$ cat src/rtl/pc_fetch_sequencer_if.sv
// Control/status bundle between the fetch sequencer (master) and the datapath/memory/execute
// side (slave).
interface pc_fetch_sequencer_if #(
    parameter int unsigned COUNT_WIDTH = 32
);
    logic                   run;
    logic                   stall;
    logic                   halt_req;
    logic                   mem_ready;
    logic                   exec_done;
    logic                   branch_taken;
    logic                   pc_out;
    logic                   mar_in;
    logic                   pc_inc;
    logic                   pc_in;
    logic                   mem_read;
    logic                   mdr_in;
    logic                   mdr_out;
    logic                   ir_in;
    logic                   exec_start;
    logic                   halted;
    logic                   fault;
    logic [2:0]             state;
    logic [COUNT_WIDTH-1:0] fetch_count;

    modport master (
        input  run, stall, halt_req, mem_ready, exec_done, branch_taken,
        output pc_out, mar_in, pc_inc, pc_in, mem_read, mdr_in, mdr_out, ir_in,
        output exec_start, halted, fault, state, fetch_count
    );

    modport slave (
        output run, stall, halt_req, mem_ready, exec_done, branch_taken,
        input  pc_out, mar_in, pc_inc, pc_in, mem_read, mdr_in, mdr_out, ir_in,
        input  exec_start, halted, fault, state, fetch_count
    );
endinterface

$ cat src/rtl/pc_fetch_sequencer.sv
// Moore FSM sequencing PC->MAR, memory read, MDR->IR, then hand-off to the execute unit,
// with branch reload, halt, stall and memory-timeout fault.
module pc_fetch_sequencer #(
    parameter int unsigned MEM_TIMEOUT = 16,
    parameter int unsigned TO_WIDTH    = 8,
    parameter int unsigned COUNT_WIDTH = 32
) (
    input  logic                 clock,
    input  logic                 clear,
    pc_fetch_sequencer_if.master bus
);
    localparam logic [2:0] StIdle      = 3'd0;
    localparam logic [2:0] StT0        = 3'd1;
    localparam logic [2:0] StT1        = 3'd2;
    localparam logic [2:0] StT2        = 3'd3;
    localparam logic [2:0] StExecStart = 3'd4;
    localparam logic [2:0] StExecWait  = 3'd5;
    localparam logic [2:0] StBranch    = 3'd6;
    localparam logic [2:0] StStop      = 3'd7;  // HALT or FAULT, told apart by fault_q

    localparam logic [TO_WIDTH-1:0] ToLast = TO_WIDTH'(MEM_TIMEOUT - 1);

    logic [2:0]             state_q, state_d;
    logic                   fault_q, fault_d;
    logic [TO_WIDTH-1:0]    to_q, to_d;
    logic [COUNT_WIDTH-1:0] count_q, count_d;

    always_comb begin
        state_d = state_q;
        fault_d = fault_q;
        to_d    = to_q;
        count_d = count_q;
        case (state_q)
            StIdle: if (bus.run) state_d = StT0;
            StT0:   if (!bus.stall) state_d = StT1;
            StT1: begin
                if (bus.mem_ready) begin
                    state_d = StT2;
                end else if (to_q == ToLast) begin
                    state_d = StStop;
                    fault_d = 1'b1;
                end else begin
                    to_d = to_q + 1'b1;
                end
            end
            StT2: begin
                if (!bus.stall) begin
                    state_d = StExecStart;
                    count_d = count_q + 1'b1;
                end
            end
            StExecStart: state_d = StExecWait;
            StExecWait: begin
                if (bus.exec_done) begin
                    if (bus.branch_taken)  state_d = StBranch;
                    else if (bus.halt_req) state_d = StStop;
                    else                   state_d = StT0;
                end
            end
            StBranch: if (!bus.stall) state_d = bus.halt_req ? StStop : StT0;
            StStop:   if (!fault_q && bus.run) state_d = StT0;
            default:  state_d = StIdle;
        endcase
        // Wait counter only lives across consecutive T1 cycles.
        if (state_d != StT1) to_d = '0;
    end

    always_ff @(posedge clock or posedge clear) begin
        if (clear) begin
            state_q <= StIdle;
            fault_q <= 1'b0;
            to_q    <= '0;
            count_q <= '0;
        end else begin
            state_q <= state_d;
            fault_q <= fault_d;
            to_q    <= to_d;
            count_q <= count_d;
        end
    end

    // Strobes come from the state; stall only masks the states it is allowed to hold.
    always_comb begin
        bus.pc_out     = 1'b0;
        bus.mar_in     = 1'b0;
        bus.pc_inc     = 1'b0;
        bus.pc_in      = 1'b0;
        bus.mem_read   = 1'b0;
        bus.mdr_in     = 1'b0;
        bus.mdr_out    = 1'b0;
        bus.ir_in      = 1'b0;
        bus.exec_start = 1'b0;
        bus.halted     = 1'b0;
        bus.fault      = 1'b0;
        case (state_q)
            StT0: begin
                bus.pc_out = !bus.stall;
                bus.mar_in = !bus.stall;
                bus.pc_inc = !bus.stall;
            end
            StT1: begin
                bus.mem_read = 1'b1;
                bus.mdr_in   = 1'b1;
            end
            StT2: begin
                bus.mdr_out = !bus.stall;
                bus.ir_in   = !bus.stall;
            end
            StExecStart: bus.exec_start = 1'b1;
            StBranch:    bus.pc_in      = !bus.stall;
            StStop: begin
                bus.halted = !fault_q;
                bus.fault  = fault_q;
            end
            default: ;
        endcase
    end

    assign bus.state       = state_q;
    assign bus.fetch_count = count_q;
endmodule

$ cat src/flat_wrapper.sv
// flat-port wrapper written by rule: the top's interface ports become plain ports
module pc_fetch_sequencer_flat 
#(
    parameter int unsigned MEM_TIMEOUT = 16,
    parameter int unsigned TO_WIDTH    = 8,
    parameter int unsigned COUNT_WIDTH = 32
)
  (clock, clear, bus_run, bus_stall, bus_halt_req, bus_mem_ready, bus_exec_done, bus_branch_taken, bus_pc_out, bus_mar_in, bus_pc_inc, bus_pc_in, bus_mem_read, bus_mdr_in, bus_mdr_out, bus_ir_in, bus_exec_start, bus_halted, bus_fault, bus_state, bus_fetch_count);
  pc_fetch_sequencer_if #(.COUNT_WIDTH(COUNT_WIDTH)) bus_i ();
  input  logic clock;
  input  logic clear;
  input wire logic [$bits(bus_i.run)-1:0] bus_run;
  input wire logic [$bits(bus_i.stall)-1:0] bus_stall;
  input wire logic [$bits(bus_i.halt_req)-1:0] bus_halt_req;
  input wire logic [$bits(bus_i.mem_ready)-1:0] bus_mem_ready;
  input wire logic [$bits(bus_i.exec_done)-1:0] bus_exec_done;
  input wire logic [$bits(bus_i.branch_taken)-1:0] bus_branch_taken;
  output wire logic [$bits(bus_i.pc_out)-1:0] bus_pc_out;
  output wire logic [$bits(bus_i.mar_in)-1:0] bus_mar_in;
  output wire logic [$bits(bus_i.pc_inc)-1:0] bus_pc_inc;
  output wire logic [$bits(bus_i.pc_in)-1:0] bus_pc_in;
  output wire logic [$bits(bus_i.mem_read)-1:0] bus_mem_read;
  output wire logic [$bits(bus_i.mdr_in)-1:0] bus_mdr_in;
  output wire logic [$bits(bus_i.mdr_out)-1:0] bus_mdr_out;
  output wire logic [$bits(bus_i.ir_in)-1:0] bus_ir_in;
  output wire logic [$bits(bus_i.exec_start)-1:0] bus_exec_start;
  output wire logic [$bits(bus_i.halted)-1:0] bus_halted;
  output wire logic [$bits(bus_i.fault)-1:0] bus_fault;
  output wire logic [$bits(bus_i.state)-1:0] bus_state;
  output wire logic [$bits(bus_i.fetch_count)-1:0] bus_fetch_count;
  assign bus_i.run = bus_run;
  assign bus_i.stall = bus_stall;
  assign bus_i.halt_req = bus_halt_req;
  assign bus_i.mem_ready = bus_mem_ready;
  assign bus_i.exec_done = bus_exec_done;
  assign bus_i.branch_taken = bus_branch_taken;
  assign bus_pc_out = bus_i.pc_out;
  assign bus_mar_in = bus_i.mar_in;
  assign bus_pc_inc = bus_i.pc_inc;
  assign bus_pc_in = bus_i.pc_in;
  assign bus_mem_read = bus_i.mem_read;
  assign bus_mdr_in = bus_i.mdr_in;
  assign bus_mdr_out = bus_i.mdr_out;
  assign bus_ir_in = bus_i.ir_in;
  assign bus_exec_start = bus_i.exec_start;
  assign bus_halted = bus_i.halted;
  assign bus_fault = bus_i.fault;
  assign bus_state = bus_i.state;
  assign bus_fetch_count = bus_i.fetch_count;
  pc_fetch_sequencer #(.MEM_TIMEOUT(MEM_TIMEOUT), .TO_WIDTH(TO_WIDTH), .COUNT_WIDTH(COUNT_WIDTH)) u_core (.clock(clock), .clear(clear), .bus(bus_i));
endmodule
$ cat config.mk
export PLATFORM = sky130hd
export DESIGN_NAME = pc_fetch_sequencer_flat
export DESIGN_NICKNAME = d
export VERILOG_FILES = /design/src/rtl/pc_fetch_sequencer_if.sv /design/src/rtl/pc_fetch_sequencer.sv /design/src/flat_wrapper.sv
export SDC_FILE = /design/constraint.sdc
export NUM_CORES = 1
export LEC_CHECK = 0
export ABC_AREA = 1
export BUFFER_PORTS_ARGS = -buffer_cell sky130_fd_sc_hd__buf_2
export CORE_MARGIN = 3
export CORE_UTILIZATION = 30
export CTS_CLUSTER_DIAMETER = 120
export CTS_CLUSTER_SIZE = 20
export DETAILED_ROUTE_END_ITERATION = 10
export PLACE_DENSITY = 0.58
export SLEW_MARGIN = 20
export SYNTH_ARGS = -nofsm -noshare
export SYNTH_HDL_FRONTEND = slang
export SYNTH_SLANG_ARGS = --single-unit
$ cat constraint.sdc
create_clock -name clock -period 1.85 [get_ports clock]
set_input_delay 0.37 -clock clock [delete_from_list [all_inputs] [get_ports clock]]
set_output_delay 0.37 -clock clock [all_outputs]
set_load 0.05 [all_outputs]
==> results.yml <==
logic_synthesis:
  synth_area_um2: 2630
  yosys-top-cells-area: "dfrtp_1 (42%), nand2_1 (17%), nor2_1 (8.3%)"
  netlist_top_cells_count: "nand2_1 (117), nor2_1 (58), dfrtp_1 (44), inv_1 (40), nand3_1 (17)"
  yosys.area.top_type_share_pct: 41.9
  synth_ff_type: "dfrtp_1"
  synth-edff-count: 0
  yosys.area.top_type: "dfrtp_1"
  synth_seq_cells: 44
  synth_area_per_cell_um2: 7.31
  ys_warn_count: 0
  synthCells: 360
  synth-seq-area-share_pct: 41.9
  ys_types: 30
  synthArstFlopShare_pct: 100
  syn-num-nets: 370
  yosysMostFrequentCell: "nand2_1"
global_routing:
  grt_pass1_vias: 2110
  overflow: 0
  globalRouteTotalUtil_pct: 12.3
  antenna_found_initial: 0
  grt_max_degree: 45
  grt_first_pass_wirelength_um: 10000
timing:
  min_period_ns: 1.80
  fin_setup_tns_ns: 0
  period_share_pct: 97.3
  worstMarginPinSlew_ns: 0.410
  clock-skew-final_ns: 0.00897
  finalSetupViolations: 0
  whs_ns: 0.0907
  timing.fmax_mhz: 555
  max-slew-margin-rel_pct: 72.4
  maxSlewViolCount: 0
  fin_ws_ns: 0.0497
  rsz0062_at_grt: "yes"
  finalHoldViolCount: 0
drt:
  postRouteAntennaNets: 0
  first_iter_violations: 87
  via_count: 2325
  wl_per_cell_um: 11.5
  wirelength_um: 6050
  drc: 0
  drt_first_pass_iters: 4
  vias_per_cell: 4.40
clock_network:
  cts_buffer_depth: 2
  cts_buffers: 5
  tritoncts: "yes"
  path_clk_slew_ns: 0.09
  clock-root-buffer: "clkbuf_8"
  cts_sinks: 44
  clkLatencyLatePin_ns: 0.30
  htreeDepth: 2
place:
  portBuffers: 53
  dpl_cell_area_um2: 3030
  hpwl_um: 4730
  dp_cells: 517
  place_ws_ns: 0.182
  place.gp.congestion: 0.845
cells_and_area:
  nets: 432
  nFillCells: 900
  syn2layout_area_growth_pct: 21.3
  antennaDiodeCount: 0
  drive_gt1_share_pct: 22.2
  final-instance-count-excl-fill: 528
  postLayoutCoreUtil_pct: 38.1
  stdcell_area_um2: 3190
critical_path:
  cp_top_family: "buffers and inverters"
  crit_path_max_fanout: 6
  cp.required_ns: 1.48
  worst-setup-path-type: "flop to primary output"
  r2r_start: "u_core.to_q[0]"
  end_kind: "primary output"
  critPathLaunchType: "flop"
  cp-startpoint: "u_core.bus.state[0]"
  max_stage_delay_ns: 0.43
  path_cells: "inv_2 -> nor2_1 -> nand3_1 -> clkinvlp_4 -> clkbuf_4"
  crit_arrival_ns: 1.43
  critPathBufInv: 3
  slowest_stage: "dfrtp_2"
job:
  maxCapViolCount: 0
floorplan:
  die_x_um: 99.6
  core_area_um2: 8380
  row_count: 33
  initial_utilization_pct: 31.4
  boundaryPins: 54
  fp.dieArea_um2: 9930
  die_h_um: 99.6
outcome:
  status: "finished, final reports clean"
power_and_ir_drop:
  totalPowerFinal_mw: 3.24
  p_leak_nw: 1.62
  max-vdd-ir-drop_uv: 351
  powerDensity_nw_per_um2: 1020
min_path:
  worstHoldPathType: "input pin to async pin"
[worst reg2reg max path, stage by stage, from the launching register on]
cell,delay [ns]
dfrtp_1,0.42
ha_1,0.24
nand3_1,0.19
nor2_1,0.09
nand2_1,0.09
nand2_1,0.07
nor2_2,0.13
nand3_2,0.17
nor2_1,0.14
[power by group]
part / leakage, nW / total (mW) / internal [mW] / switching (mW)
registers: 0.589 / 1.17 / 1.05 / 0.120
logic: 0.977 / 1.30 / 0.334 / 0.970
clock network: 0.0548 / 0.762 / 0.407 / 0.355
[repair_timing]
action                                  4_1_cts  5_1_grt
hold buffers                                  0        0
setup buffers                                 0        3
endpoints found under the setup margin        2        7
resized for setup                             3        6
[state kept, by name, summed over array words and instances, names as in the netlist]
register,flops
u_core.bus.fetch_count,32
u_core.to_q,8
u_core.bus.state,3
u_core.fault_q,1
[layout by cell type, fill, tap and decap left out]
cell / n
nand3_2: 1
o21bai_1: 2
inv_6: 1
xor2_1: 16
clkinv_1: 1
clkinv_2: 1
bufinv_16: 1
ha_1: 2
clkbuf_4: 5
nor2_2: 5
nand2_4: 1
buf_12: 1
o21ai_0: 5
nand3b_1: 4
dfrtp_2: 3
dfrtp_1: 41
nand4_1: 4
nand2_2: 4
nor2_1: 58
inv_1: 36
buf_4: 10
clkbuf_8: 5
nor3b_1: 1
nand3_4: 1
nand3_1: 17
nor3_1: 11
a21oi_1: 2
nand2_1: 117
a22o_1: 1
clkinvlp_4: 3
o21ai_2: 1
xnor2_1: 10
a21boi_0: 1
inv_2: 3
nor2_4: 2
buf_2: 46
[final cells by class]
| type | count | area [um2] | share of cell area [%] |
|---|---|---|---|
| multi-input cells | 266 | 1310 | 40.9 |
| flip-flops and latches | 44 | 1100 | 34.6 |
| repair buffers | 62 | 363 | 11.4 |
| inverters | 43 | 170 | 5.34 |
| well taps | 105 | 131 | 4.12 |
| clock buffers | 5 | 68.8 | 2.16 |
| clock inverters | 3 | 46.3 | 1.45 |
[final timing paths]
check / to / slack [ns] / cells past startpoint
setup / recovery: bus_pc_inc / 0.05 / 5
hold / removal: u_core.bus.fetch_count[27] / 0.09 / 3
setup reg to reg: u_core.to_q[3] / 0.25 / 8
hold reg to reg: u_core.fault_q / 0.50 / 2
max in group asynchronous: u_core.bus.state[0] / 1.53 / 3
min in group clock: u_core.bus.state[1] / 0.38 / 3
[cells by family (layout without fill, tap and decap cells)]
kind of cell,after synthesis,count (layout),synth area share [%]
AO/OA/AOI/OAI,12,12,2.85
XOR/XNOR,26,26,8.66
adder cells (fa/ha/maj),2,2,0.951
buffers and inverters,50,113,8.52
flip-flops,44,44,41.9
AND/OR/NAND/NOR,226,226,37.2
[metal layers]
layer	part of all wire, %	global-route usage, %	up-vias
met3	3.3	2.38	6
met1	50	17.4	1057
li1	-	-	1226
met5	0	0	-
met4	0.96	3.47	0
met2	46	19.1	36
Power figures use the tool's default switching activity.
